`src/rtl/instruction_fetch_unit_if.sv`:
```
// Fetch-stage bus: instruction memory port, redirect/halt controls and decoder handshake.
`timescale 1ns/1ps
interface instruction_fetch_unit_if #(
   parameter int unsigned byte_W = 4,
   parameter int unsigned Addr_W = 8
);
   localparam int unsigned INSTR_W = 8 * byte_W;

   logic [Addr_W-1:0]  imem_address;
   logic [INSTR_W-1:0] imem_data;
   logic               branch_taken;
   logic [Addr_W-1:0]  branch_target;
   logic               halt;
   logic               out_ready;
   logic               out_valid;
   logic [INSTR_W-1:0] out_instruction;
   logic [Addr_W-1:0]  out_pc;
   logic [Addr_W-1:0]  out_pc_next;
   logic               out_halted;
   logic [15:0]        out_fetch_count;

   // Fetch unit side
   modport master (
      output imem_address,
      input  imem_data,
      input  branch_taken,
      input  branch_target,
      input  halt,
      input  out_ready,
      output out_valid,
      output out_instruction,
      output out_pc,
      output out_pc_next,
      output out_halted,
      output out_fetch_count
   );

   // Memory / decoder / control side
   modport slave (
      input  imem_address,
      output imem_data,
      output branch_taken,
      output branch_target,
      output halt,
      output out_ready,
      input  out_valid,
      input  out_instruction,
      input  out_pc,
      input  out_pc_next,
      input  out_halted,
      input  out_fetch_count
   );
endinterface

```
`src/rtl/instruction_fetch_unit.sv`:
```
// Instruction fetch stage: owns the PC, captures the memory word into a
// valid/ready output register, supports branch redirect with flush and halt.
`timescale 1ns/1ps
module instruction_fetch_unit #(
   parameter int unsigned      byte_W   = 4,
   parameter int unsigned      Addr_W   = 8,
   parameter logic [Addr_W-1:0] RESET_PC = '0
) (
   input  logic                    clk,
   input  logic                    reset,
   instruction_fetch_unit_if.master bus
);
   localparam int unsigned INSTR_W    = 8 * byte_W;
   localparam int unsigned CNT_W      = 16;
   localparam logic [Addr_W-1:0] PC_STEP    = Addr_W'(byte_W);
   localparam logic [Addr_W-1:0] ALIGN_MASK = ~Addr_W'(byte_W - 1);

   typedef enum logic {RUN, HALTED} state_t;

   state_t               state_q, state_d;
   logic [Addr_W-1:0]    pc_q, pc_d;
   logic                 valid_q, valid_d;
   logic [INSTR_W-1:0]   instr_q, instr_d;
   logic [Addr_W-1:0]    opc_q, opc_d;
   logic [Addr_W-1:0]    opcn_q, opcn_d;
   logic [CNT_W-1:0]     cnt_q, cnt_d;

   logic [Addr_W-1:0]    pc_step;
   logic                 xfer;
   logic                 free;

   // Next-state and datapath decisions, highest-priority rule first
   always_comb begin
      state_d = state_q;
      pc_d    = pc_q;
      valid_d = valid_q;
      instr_d = instr_q;
      opc_d   = opc_q;
      opcn_d  = opcn_q;
      cnt_d   = cnt_q;
      pc_step = pc_q + PC_STEP;
      xfer    = valid_q && bus.out_ready;
      free    = !valid_q || bus.out_ready;

      case (state_q)
         RUN: begin
            if (bus.halt) begin
               // Stop fetching; a pending entry drains but nothing new is captured
               state_d = HALTED;
               if (xfer) valid_d = 1'b0;
            end else if (bus.branch_taken) begin
               // Redirect to the aligned target and flush the output entry
               pc_d    = bus.branch_target & ALIGN_MASK;
               valid_d = 1'b0;
            end else if (free) begin
               instr_d = bus.imem_data;
               opc_d   = pc_q;
               opcn_d  = pc_step;
               valid_d = 1'b1;
               pc_d    = pc_step;
               cnt_d   = cnt_q + CNT_W'(1);
            end
         end
         HALTED: begin
            if (xfer) valid_d = 1'b0;
         end
         default: state_d = RUN;
      endcase
   end

   // State and datapath registers with synchronous reset
   always_ff @(posedge clk) begin
      if (reset) begin
         state_q <= RUN;
         pc_q    <= RESET_PC;
         valid_q <= 1'b0;
         instr_q <= '0;
         opc_q   <= '0;
         opcn_q  <= '0;
         cnt_q   <= '0;
      end else begin
         state_q <= state_d;
         pc_q    <= pc_d;
         valid_q <= valid_d;
         instr_q <= instr_d;
         opc_q   <= opc_d;
         opcn_q  <= opcn_d;
         cnt_q   <= cnt_d;
      end
   end

   assign bus.imem_address    = pc_q;
   assign bus.out_valid       = valid_q;
   assign bus.out_instruction = instr_q;
   assign bus.out_pc          = opc_q;
   assign bus.out_pc_next     = opcn_q;
   assign bus.out_halted      = (state_q == HALTED);
   assign bus.out_fetch_count = cnt_q;

endmodule

```
`src/flat_wrapper.sv`:
```
// flat-port wrapper written by rule: the top's interface ports become plain ports
module instruction_fetch_unit_flat 
#(
   parameter int unsigned      byte_W   = 4,
   parameter int unsigned      Addr_W   = 8,
   parameter logic [Addr_W-1:0] RESET_PC = '0
)
  (clk, reset, bus_imem_address, bus_imem_data, bus_branch_taken, bus_branch_target, bus_halt, bus_out_ready, bus_out_valid, bus_out_instruction, bus_out_pc, bus_out_pc_next, bus_out_halted, bus_out_fetch_count);
  instruction_fetch_unit_if #(.byte_W(byte_W), .Addr_W(Addr_W)) bus_i ();
  input  logic clk;
  input  logic reset;
  output wire logic [$bits(bus_i.imem_address)-1:0] bus_imem_address;
  input wire logic [$bits(bus_i.imem_data)-1:0] bus_imem_data;
  input wire logic [$bits(bus_i.branch_taken)-1:0] bus_branch_taken;
  input wire logic [$bits(bus_i.branch_target)-1:0] bus_branch_target;
  input wire logic [$bits(bus_i.halt)-1:0] bus_halt;
  input wire logic [$bits(bus_i.out_ready)-1:0] bus_out_ready;
  output wire logic [$bits(bus_i.out_valid)-1:0] bus_out_valid;
  output wire logic [$bits(bus_i.out_instruction)-1:0] bus_out_instruction;
  output wire logic [$bits(bus_i.out_pc)-1:0] bus_out_pc;
  output wire logic [$bits(bus_i.out_pc_next)-1:0] bus_out_pc_next;
  output wire logic [$bits(bus_i.out_halted)-1:0] bus_out_halted;
  output wire logic [$bits(bus_i.out_fetch_count)-1:0] bus_out_fetch_count;
  assign bus_imem_address = bus_i.imem_address;
  assign bus_i.imem_data = bus_imem_data;
  assign bus_i.branch_taken = bus_branch_taken;
  assign bus_i.branch_target = bus_branch_target;
  assign bus_i.halt = bus_halt;
  assign bus_i.out_ready = bus_out_ready;
  assign bus_out_valid = bus_i.out_valid;
  assign bus_out_instruction = bus_i.out_instruction;
  assign bus_out_pc = bus_i.out_pc;
  assign bus_out_pc_next = bus_i.out_pc_next;
  assign bus_out_halted = bus_i.out_halted;
  assign bus_out_fetch_count = bus_i.out_fetch_count;
  instruction_fetch_unit #(.byte_W(byte_W), .Addr_W(Addr_W), .RESET_PC(RESET_PC)) u_core (.clk(clk), .reset(reset), .bus(bus_i));
endmodule
```
`config.mk`:
```
export PLATFORM = sky130hd
export DESIGN_NAME = instruction_fetch_unit_flat
export DESIGN_NICKNAME = d
export VERILOG_FILES = /design/src/rtl/instruction_fetch_unit_if.sv /design/src/rtl/instruction_fetch_unit.sv /design/src/flat_wrapper.sv
export SDC_FILE = /design/constraint.sdc
export NUM_CORES = 1
export LEC_CHECK = 0
export ABC_AREA = 0
export BUFFER_PORTS_ARGS = -buffer_cell sky130_fd_sc_hd__buf_2
export CORE_MARGIN = 3
export CORE_UTILIZATION = 45
export CTS_CLUSTER_DIAMETER = 40
export DETAILED_ROUTE_END_ITERATION = 6
export GPL_ROUTABILITY_DRIVEN = 0
export PLACE_DENSITY = 0.88
export SETUP_SLACK_MARGIN = 0.15
export SYNTH_ARGS = -nofsm -noshare
export SYNTH_HDL_FRONTEND = slang
export SYNTH_SLANG_ARGS = --single-unit
```
`constraint.sdc`:
```
create_clock -name clk -period 2.2 [get_ports clk]
set_clock_uncertainty 0.15 [all_clocks]
set_input_delay 0 -clock clk [delete_from_list [all_inputs] [get_ports clk]]
set_output_delay 0 -clock clk [all_outputs]
set_load 0.01 [all_outputs]
```
==> metrics.csv <==
stage,metric,value,unit
power,power_density,683.4,nW/µm²
synthesis,ys.flop_type,dfxtp_1,
grt,grt_max_degree,39,
grt,grt-ovfl-total,0,
sta,grt_setup_unrepaired,false,
synthesis,yosys_warnings,0,
drt,ant_nets,0,
critical_path,reg2reg_depth,5,
critical_path,cp.required,2.32,ns
critical_path,critPathCaptureType,register,
synthesis,seq_area_frac_synth,49.57,%
synthesis,synth_edf_count,0,
synthesis,yosysMostFrequentCell,nand2_1,
synthesis,yosys-top-cells-count,"nand2_1, dfxtp_1, a21oi_1",
floorplan,num_rows,27,
drt,wl_per_cell,13.86,µm
sta,layout_min_cycle_time,1.994,ns
sta,relSlewSlack,66.90,%
clock_network,numClockSinks,68,
clock_network,clock_path_buffers,2,
floorplan,die_h,84.12,µm
placed_design,dp_hpwl,5170,µm
drt,drtIter0Drc,143,
sta,finalSetupViolations,0,
final_layout,nets,543,
status,status,completed,
final_layout,area_growth,47.61,%
final_layout,drive_above_1_share,29.94,%
sta,fin_setup_tns,0,ns
power,irDropWorstVdd,0.0004316,V
critical_path,critPathMaxFanout,8,
drt,drc,0,
clock_network,htree_levels,3,
hold_path,hold_depth,4,
grt,grtUsageTotal,22.35,%
clock_network,cts_tree,yes,
final_layout,diodes,0,
floorplan,die_area,7076,µm²
floorplan,io_pins,119,
critical_path,cp-start-kind,register,
sta,tightest_slew,0.4896,ns
synthesis,ys_seq_elements,68,
drt,vias_per_cell,5.152,
clock_network,cts_buffers,9,
sta,fin_crit_sh,90.65,%
synthesis,ys_async_sr_fraction,0,%
clock_network,clk_latency,0.34,ns
clock_network,clk_pin_slew,0.07,ns
final_layout,n_fill_cell,455,
synthesis,yosys-top-cells-area,"dfxtp_1, nand2_1, a21oi_1, clkbuf_1, nor2_1",
grt,grt_pass1_vias,2884,
power,power_leakage,1.766,nW
floorplan,die_x,84.12,µm
synthesis,syn-instance-count,340,
sta,fmax,0.5014,GHz
sta,slew_violations,0,
grt,antenna_found_initial,0,
floorplan,start_util,48.10,%
synthesis,synth_area_per_cell,8.078,µm²
critical_path,critical_path_class,reg2reg,
clock_network,clockRootBuffer,clkbuf_8,
floorplan,core_area,5709,µm²
final_layout,utilization,71.01,%
synthesis,synth_top_cell_by_area,dfxtp_1,
synthesis,synth_top_area_share,49.57,%
run,drv_cap,0,
sta,finalHoldViolCount,0,
placed_design,portBuffers,110,
synthesis,ys_types,42,
grt,grt_pass1_wl,13030,µm
critical_path,crit_arrival,2.11,ns
hold_path,hp-class,in2reg,
drt,vias,2952,
drt,wl,7939,µm
drt,drt-pass1-iter-count,4,
synthesis,syn_area,2746,µm²
logic make-up (layout without fill, tap and decap cells):
kind of cell / Yosys count / after routing / share of synthesized area [%]
XOR/XNOR: 6 / 6 / 1.913
adder cells (fa/ha/maj): 2 / 2 / 0.9110
AND/OR/NAND/NOR: 149 / 149 / 25.06
other: 1 / 6 / 0.1365
flip-flops: 68 / 68 / 49.57
AO/OA/AOI/OAI: 83 / 83 / 16.95
buffers and inverters: 30 / 186 / 5.102
multiplexers: 1 / 1 / 0.3645
stage by stage:
stage	worst slack, ns	std cells	total power, mW	instance area, µm²	hold slack (ns)
floorplan	0.2310	345	1.478	2765	-0.01402
global placement	0.2926	513	1.588	3377	0.08922
detailed placement	0.2036	513	1.598	3377	0.09675
CTS	0.1768	572	2.779	4025	0.004998
global route	0.1505	573	2.877	4054	0.07738
finish	0.2057	573	2.770	4054	0.03067
flip-flops by register name, indices dropped and copies added (netlist names):
name                        cells
u_core.bus.imem_address         6
u_core.bus.out_pc               6
u_core.bus.out_pc_next          6
u_core.bus.out_valid            1
u_core.bus.out_instruction     32
u_core.bus.out_halted           1
u_core.bus.out_fetch_count     16
final timing paths:
| check | startpoint | endpoint | slack, ns |
|---|---|---|---|
| worst max-delay path | u_core.bus.out_fetch_count[1] | u_core.bus.out_fetch_count[10] | 0.21 |
| worst min-delay path | bus_branch_target[6] | u_core.bus.imem_address[6] | 0.03 |
| worst max register to register | u_core.bus.out_fetch_count[1] | u_core.bus.out_fetch_count[10] | 0.21 |
| worst min register to register | u_core.bus.out_instruction[12] | u_core.bus.out_instruction[12] | 0.30 |
worst max-delay path, stage by stage (launching register included):
cell	delay, ns
dfxtp_2	0.35
ha_2	0.17
or4b_4	0.48
nand4b_4	0.24
or3_1	0.37
a21oi_1	0.16
routing by layer:
metal | share of wire [%] | vias up | track usage [%]
met1 | 40 | 1370 | 25.46
met3 | 5.7 | 23 | 4.245
met4 | 2.8 | 0 | 11.26
met5 | 0 | - | 0
li1 | - | 1463 | -
met2 | 51 | 96 | 39.60
report_power, final:
group | internal (mW) | switching (mW)
clock | 0.668 | 0.464
sequential | 1.27 | 0.0322
combinational | 0.162 | 0.170
repair_timing:
action | in CTS | in global routing
endpoints found under the hold margin | 44 | 0
resized for setup | 0 | 7
hold buffers | 43 | 0
setup endpoints to repair | 0 | 7
buffers inserted | 0 | 1
cell type report:
type,instances,area (µm²),area share [%]
inverter,4,15.01,0.3704
sequential,68,1364,33.64
clock inverter,4,72.57,1.790
tap,72,90.09,2.222
timing repair buffer,166,1079,26.60
multi-input combinational,247,1289,31.79
clock buffer,12,145.1,3.580
cells in the final DEF, fill, tap and decap left out, types with 2 or more instances in the layout:
master	n
buf_4	13
a21oi_1	53
dfxtp_2	2
o21ai_0	11
inv_1	4
clkbuf_8	10
and3_1	2
dlygate4sd3_1	43
o21a_1	2
nand3_1	8
xnor2_1	2
o31ai_1	5
nand3_2	2
buf_2	110
dfxtp_1	66
conb_1	6
nand2_1	89
bufinv_16	2
nand2b_1	4
clkbuf_1	2
a211oi_1	3
or3_1	6
nand4_1	5
xor2_1	4
nor3_1	3
or4_1	3
nor2_1	15
Power figures use the tool's default switching activity.
